### config.mk
export PLATFORM = sky130hd
export DESIGN_NAME = frame_buffer_reader
export DESIGN_NICKNAME = d
export VERILOG_FILES = /design/src/rtl/frame_buffer_reader_pkg.sv /design/src/rtl/frame_buffer_reader_pixel_skid_fifo.sv /design/src/rtl/frame_buffer_reader.sv
export SDC_FILE = /design/constraint.sdc
export NUM_CORES = 1
export LEC_CHECK = 0
export ABC_AREA = 0
export BUFFER_PORTS_ARGS = -buffer_cell sky130_fd_sc_hd__buf_2
export CAP_MARGIN = 20
export CORE_MARGIN = 4
export CORE_UTILIZATION = 46
export DETAILED_ROUTE_END_ITERATION = 10
export HOLD_SLACK_MARGIN = 0.06
export PLACE_DENSITY = 0.73
export SYNTH_ARGS = -nofsm -noshare
export SYNTH_HDL_FRONTEND = slang
export SYNTH_SLANG_ARGS = --single-unit
### constraint.sdc
create_clock -name i_Clk -period 3.65 [get_ports i_Clk]
set_clock_uncertainty 0.05 [all_clocks]
set_input_delay 0.73 -clock i_Clk [delete_from_list [all_inputs] [get_ports i_Clk]]
set_output_delay 0.73 -clock i_Clk [all_outputs]
set_load 0.02 [all_outputs]
### src/rtl/frame_buffer_reader_pkg.sv
// Shared definitions for the camera frame path: bus widths common with the
// capture block, the default frame size, and the readback state encoding.
package frame_buffer_reader_pkg;

    localparam int ADDR_WIDTH_DEF  = 15;
    localparam int DATA_WIDTH_DEF  = 8;
    localparam int FRAME_BYTES_DEF = 19200;

    typedef enum logic [1:0] {
        ST_IDLE  = 2'd0,
        ST_READ  = 2'd1,
        ST_DRAIN = 2'd2,
        ST_DONE  = 2'd3
    } state_t;

endpackage

### src/rtl/frame_buffer_reader_pixel_skid_fifo.sv
// Two-entry first-word-fall-through buffer for {first, last, data} words.
// A word pushed into an empty buffer is presented at the head in the same cycle.
module pixel_skid_fifo #(
    parameter int WIDTH = 10
) (
    input  logic             clk,
    input  logic             srst,
    input  logic             push,
    input  logic [WIDTH-1:0] din,
    input  logic             pop,
    output logic [WIDTH-1:0] dout,
    output logic             valid,
    output logic             full,
    output logic             empty
);

    logic [WIDTH-1:0] mem_reg [2];
    logic             wr_ptr_reg;
    logic             rd_ptr_reg;
    logic [1:0]       count_reg;
    logic             store;
    logic             take;

    assign empty = (count_reg == 2'd0);
    assign full  = (count_reg == 2'd2);
    assign valid = !empty || push;
    assign dout  = empty ? din : mem_reg[rd_ptr_reg];

    // A word that arrives into an empty buffer and is popped at once never gets stored.
    assign take  = pop && !empty;
    assign store = push && !(pop && empty);

    always_ff @(posedge clk) begin
        if (srst) begin
            for (int i = 0; i < 2; i++) begin
                mem_reg[i] <= '0;
            end
            wr_ptr_reg <= 1'b0;
            rd_ptr_reg <= 1'b0;
            count_reg  <= 2'd0;
        end else begin
            if (store) begin
                mem_reg[wr_ptr_reg] <= din;
                wr_ptr_reg          <= ~wr_ptr_reg;
            end
            if (take) begin
                rd_ptr_reg <= ~rd_ptr_reg;
            end
            count_reg <= count_reg + {1'b0, store} - {1'b0, take};
        end
    end

endmodule

### src/rtl/frame_buffer_reader.sv
// Streams one stored camera frame out of the frame RAM read port as a
// valid/ready byte stream, one byte per clock when the consumer keeps up.
module frame_buffer_reader
    import frame_buffer_reader_pkg::*;
#(
    parameter int ADDR_WIDTH  = ADDR_WIDTH_DEF,
    parameter int DATA_WIDTH  = DATA_WIDTH_DEF,
    parameter int FRAME_BYTES = FRAME_BYTES_DEF
) (
    input  logic                  i_Clk,
    input  logic                  i_Rst,
    input  logic                  i_Start,
    output logic                  o_Busy,
    output logic                  o_Done,
    output logic [ADDR_WIDTH-1:0] o_RAM_Adress,
    output logic                  o_RAM_Read_Enable,
    input  logic [DATA_WIDTH-1:0] i_from_RAM,
    output logic [DATA_WIDTH-1:0] o_Data,
    output logic                  o_Valid,
    input  logic                  i_Ready,
    output logic                  o_First,
    output logic                  o_Last
);

    localparam int FIFO_WIDTH = DATA_WIDTH + 2;
    localparam logic [ADDR_WIDTH:0] FRAME_END = (ADDR_WIDTH + 1)'(FRAME_BYTES);
    localparam logic [ADDR_WIDTH:0] LAST_ADDR = (ADDR_WIDTH + 1)'(FRAME_BYTES - 1);
    localparam logic [ADDR_WIDTH:0] CNT_ONE   = {{ADDR_WIDTH{1'b0}}, 1'b1};

    state_t                state_reg, state_next;
    logic [ADDR_WIDTH:0]   cnt_reg, cnt_next;
    logic [ADDR_WIDTH-1:0] addr_hold_reg, addr_hold_next;
    logic                  inflight_reg;
    logic                  first_pend_reg;
    logic                  last_pend_reg;

    logic                  issue;
    logic                  pop;
    logic                  fifo_valid;
    logic                  fifo_full;
    logic                  fifo_empty;
    logic [FIFO_WIDTH-1:0] fifo_din;
    logic [FIFO_WIDTH-1:0] fifo_dout;
    logic [2:0]            pending;

    // Flags travel with the outstanding read so they line up with its returning byte.
    assign fifo_din = {first_pend_reg, last_pend_reg, i_from_RAM};

    pixel_skid_fifo #(
        .WIDTH (FIFO_WIDTH)
    ) u_skid (
        .clk   (i_Clk),
        .srst  (i_Rst),
        .push  (inflight_reg),
        .din   (fifo_din),
        .pop   (pop),
        .dout  (fifo_dout),
        .valid (fifo_valid),
        .full  (fifo_full),
        .empty (fifo_empty)
    );

    assign pop = fifo_valid && i_Ready;

    // Words owed to the consumer after this edge: in flight plus stored, minus this cycle's pop.
    assign pending = {2'b00, inflight_reg}
                   + {1'b0, fifo_full, (!fifo_empty && !fifo_full)}
                   - {2'b00, pop};

    always_comb begin
        state_next     = state_reg;
        cnt_next       = cnt_reg;
        addr_hold_next = addr_hold_reg;
        issue          = 1'b0;
        case (state_reg)
            ST_IDLE: begin
                if (i_Start) begin
                    state_next = ST_READ;
                    cnt_next   = '0;
                end
            end
            ST_READ: begin
                if ((cnt_reg < FRAME_END) && (pending < 3'd2)) begin
                    issue          = 1'b1;
                    cnt_next       = cnt_reg + CNT_ONE;
                    addr_hold_next = cnt_reg[ADDR_WIDTH-1:0];
                    if (cnt_reg == LAST_ADDR) begin
                        state_next = ST_DRAIN;
                    end
                end
            end
            ST_DRAIN: begin
                if (pending == 3'd0) begin
                    state_next = ST_DONE;
                end
            end
            ST_DONE: begin
                state_next = ST_IDLE;
            end
            default: begin
                state_next = ST_IDLE;
            end
        endcase
    end

    always_ff @(posedge i_Clk) begin
        if (i_Rst) begin
            state_reg      <= ST_IDLE;
            cnt_reg        <= '0;
            addr_hold_reg  <= '0;
            inflight_reg   <= 1'b0;
            first_pend_reg <= 1'b0;
            last_pend_reg  <= 1'b0;
        end else begin
            state_reg     <= state_next;
            cnt_reg       <= cnt_next;
            addr_hold_reg <= addr_hold_next;
            inflight_reg  <= issue;
            if (issue) begin
                first_pend_reg <= (cnt_reg == '0);
                last_pend_reg  <= (cnt_reg == LAST_ADDR);
            end
        end
    end

    assign o_Busy            = (state_reg != ST_IDLE);
    assign o_Done            = (state_reg == ST_DONE);
    assign o_RAM_Read_Enable = issue;
    assign o_RAM_Adress      = issue ? cnt_reg[ADDR_WIDTH-1:0] : addr_hold_reg;
    assign o_Valid           = fifo_valid;
    assign o_Data            = fifo_valid ? fifo_dout[DATA_WIDTH-1:0] : '0;
    assign o_First           = fifo_valid && fifo_dout[DATA_WIDTH+1];
    assign o_Last            = fifo_valid && fifo_dout[DATA_WIDTH];

endmodule

==> impl_metrics.ini <==
[critical_path]
slowest_stage = or3_4
critical_path.max_fanout = 8
cpPeakStageDelay_ns = 0.38
worstPathArrival_ns = 2.85
worstPathRequired_ns = 2.87
cp-startpoint = inflight_reg
rr_worst_depth = 12
crit_type = flip-flop to output port
path_cells = or3_4, and2_4, ha_4, inv_2, ha_4, xnor2_4, xnor2_2, nor3_4, buf_6, buf_12, mux2_4, buf_6
startpoint_type = flip-flop
timing.rr.start = inflight_reg
cp-end-kind = output port

[yosys]
syn_inst = 321
yosysMostFrequentCell = dfxtp_1
async_flop_share_pct = 0
synth-seq-area-share_pct = 44.0
synth_ff_type = dfxtp_1
synth_top_cell_by_area = dfxtp_1
synth_common_cells = dfxtp_1, and2_1, nand2_1
syn_nets = 344
synth_area_per_cell_um2 = 10.1
syn_area_mm2 = 0.00323
yosysWarnings = 0
synth-edff-count = 20
ys_top_cells_by_area = dfxtp_1, edfxtp_1, and2_1, mux2_1, ha_1
synth.top_cell.area_share_pct = 25.4
netlist-cell-type-count = 51
ys_seq_elements = 61

[detailed_routing]
wire_per_inst_um = 15.1
ant_nets = 0
num_vias = 2540
via_per_inst = 5.37
routed_wl_um = 7170
first_pass_iters = 4
drtIter0Drc = 104
drc_errors = 0

[clock_tree]
clk_pin_slew_ns = 0.07
insertion_delay_ns = 0.34
cts-buffers-inserted = 9
cts_tree = yes
cts-root-buf = clkbuf_8
h-tree-depth = 3
cts.sinks = 61
clockBufferDepth = 2

[hold_path]
hp-class = flip-flop to flip-flop
hold_depth = 2
min_from = first_pend_reg

[floorplan]
coreArea_mm2 = 0.00679
ios = 41
die_area_mm2 = 0.00842
die_y_um = 91.8
die_width_um = 91.8
start_util_pct = 47.5
row_count = 30

[cells_and_area]
antenna_cells = 0
largest_reg_flops = 20
drive_above_1_share_pct = 31.3
fin_nets = 395
nFillCells = 562
fin_util_pct = 59.7
area_delta_synth_final_pct = 25.7

[global_routing]
grt.total_usage_pct = 18.0
grt_pass1_vias = 2537
grt_max_degree = 29
grt-ovfl-total = 0
grt_antenna_before_repair = 0
grt_pass1_wl_um = 12100

[sta]
max_freq_mhz = 275
fin_crit_sh_pct = 99.6
setup_ws_ns = 0.0163
hold_viol = 0
rsz0062_at_grt = yes
setup_viol = 0
final_max_slew_viol_count = 0
worst_slew_pin_slew_ns = 0.845
whs_ns = 0.447
relSlewSlack_pct = 43.2
finalCriticalPeriod_ns = 3.63

[placement]
io_buffers = 40
gp_congestion = 0.775
hpwlAfterDp_um = 4570
post-place-ws_ns = 0.0502

[outcome]
outcome = completed

[power_and_ir_drop]
ir_drop_mv = 0.337
powerDensity_mw_per_mm2 = 663
power.total_uw = 2690
p_leak_uw = 0.00159

[job]
cap_violations = 0
stage by stage:
step | instance area, um2 | std cells | TNS [ns]
final | 4060 | 473 | 0
after global routing | 4060 | 473 | -0.727
after CTS | 4040 | 472 | 0
after detailed placement | 3530 | 447 | 0
after global placement | 3530 | 447 | 0
after floorplan | 3230 | 321 | 0
final timing paths:
| kind | end | slack (ns) |
|---|---|---|
| max | o_RAM_Adress[0] | 0.02 |
| min | first_pend_reg | 0.45 |
| max reg2reg | cnt_reg[12] | 0.75 |
| min reg2reg | first_pend_reg | 0.45 |
report_power, final:
part           internal [uW]  total (uW)  switching (uW)
logic                    487        1140             655
registers                767         830            62.6
clock network            450         718             269
what timing repair did:
item | 4_1_cts | 5_1_grt
endpoints found under the hold margin | 0 | 0
pin swaps | 6 | 0
resized for setup | 54 | 4
buffers inserted | 8 | 2
cloned | 1 | 0
setup endpoints to repair | 15 | 15
hold buffers | 0 | 0
cell families after synthesis:
group	count (synthesis)	synth area share, %
AND/OR/NAND/NOR	128	22.8
flip-flops	61	44.0
AO/OA/AOI/OAI	53	12.5
buffers and inverters	32	4.46
multiplexers	29	9.62
adder cells (fa/ha/maj)	11	4.27
XOR/XNOR	7	2.37
worst max-delay path: cells and delay by family (launching register included):
| family | cells | cell delay, ns |
|---|---|---|
| AND/OR/NAND/NOR | 3 | 0.71 |
| buffers and inverters | 4 | 0.44 |
| adder cells (fa/ha/maj) | 2 | 0.42 |
| flip-flops | 1 | 0.32 |
| XOR/XNOR | 2 | 0.31 |
| multiplexers | 1 | 0.31 |
final cells by class:
cell class	instances	area, um2	area share, %
Tap cell	96	120	2.96
Inverter	13	48.8	1.20
Sequential cell	61	1420	35.1
Multi-Input combinational cell	228	1770	43.6
Clock inverter	7	114	2.81
Timing Repair Buffer	59	457	11.3
Clock buffer	9	124	3.05
layout by cell type, fill, tap and decap left out, drive strengths merged, types with 2 or more instances in the layout:
cell type	count
bufinv	3
clkinv	2
a211oi	2
xnor2	4
edfxtp	20
dfxtp	41
nand2	23
mux2	16
clkbuf	9
a41oi	2
mux2i	13
inv	13
nand4	3
a31oi	3
nand2b	7
nor2b	5
buf	59
a21oi	12
and2	36
nor3	8
o21ai	19
ha	11
a311oi	10
nor2	17
clkinvlp	2
nor4	6
xor2	3
nand3	16
per-layer routing:
layer  track usage [%]  vias up  wire (um)
li1                  -     1247          -
met1              23.7     1203       3260
met2              28.8       77       3360
met3              3.36       13        369
met4              7.92        0        174
met5                 0        -          0
Note: power is estimated with default switching activity, not from simulation.
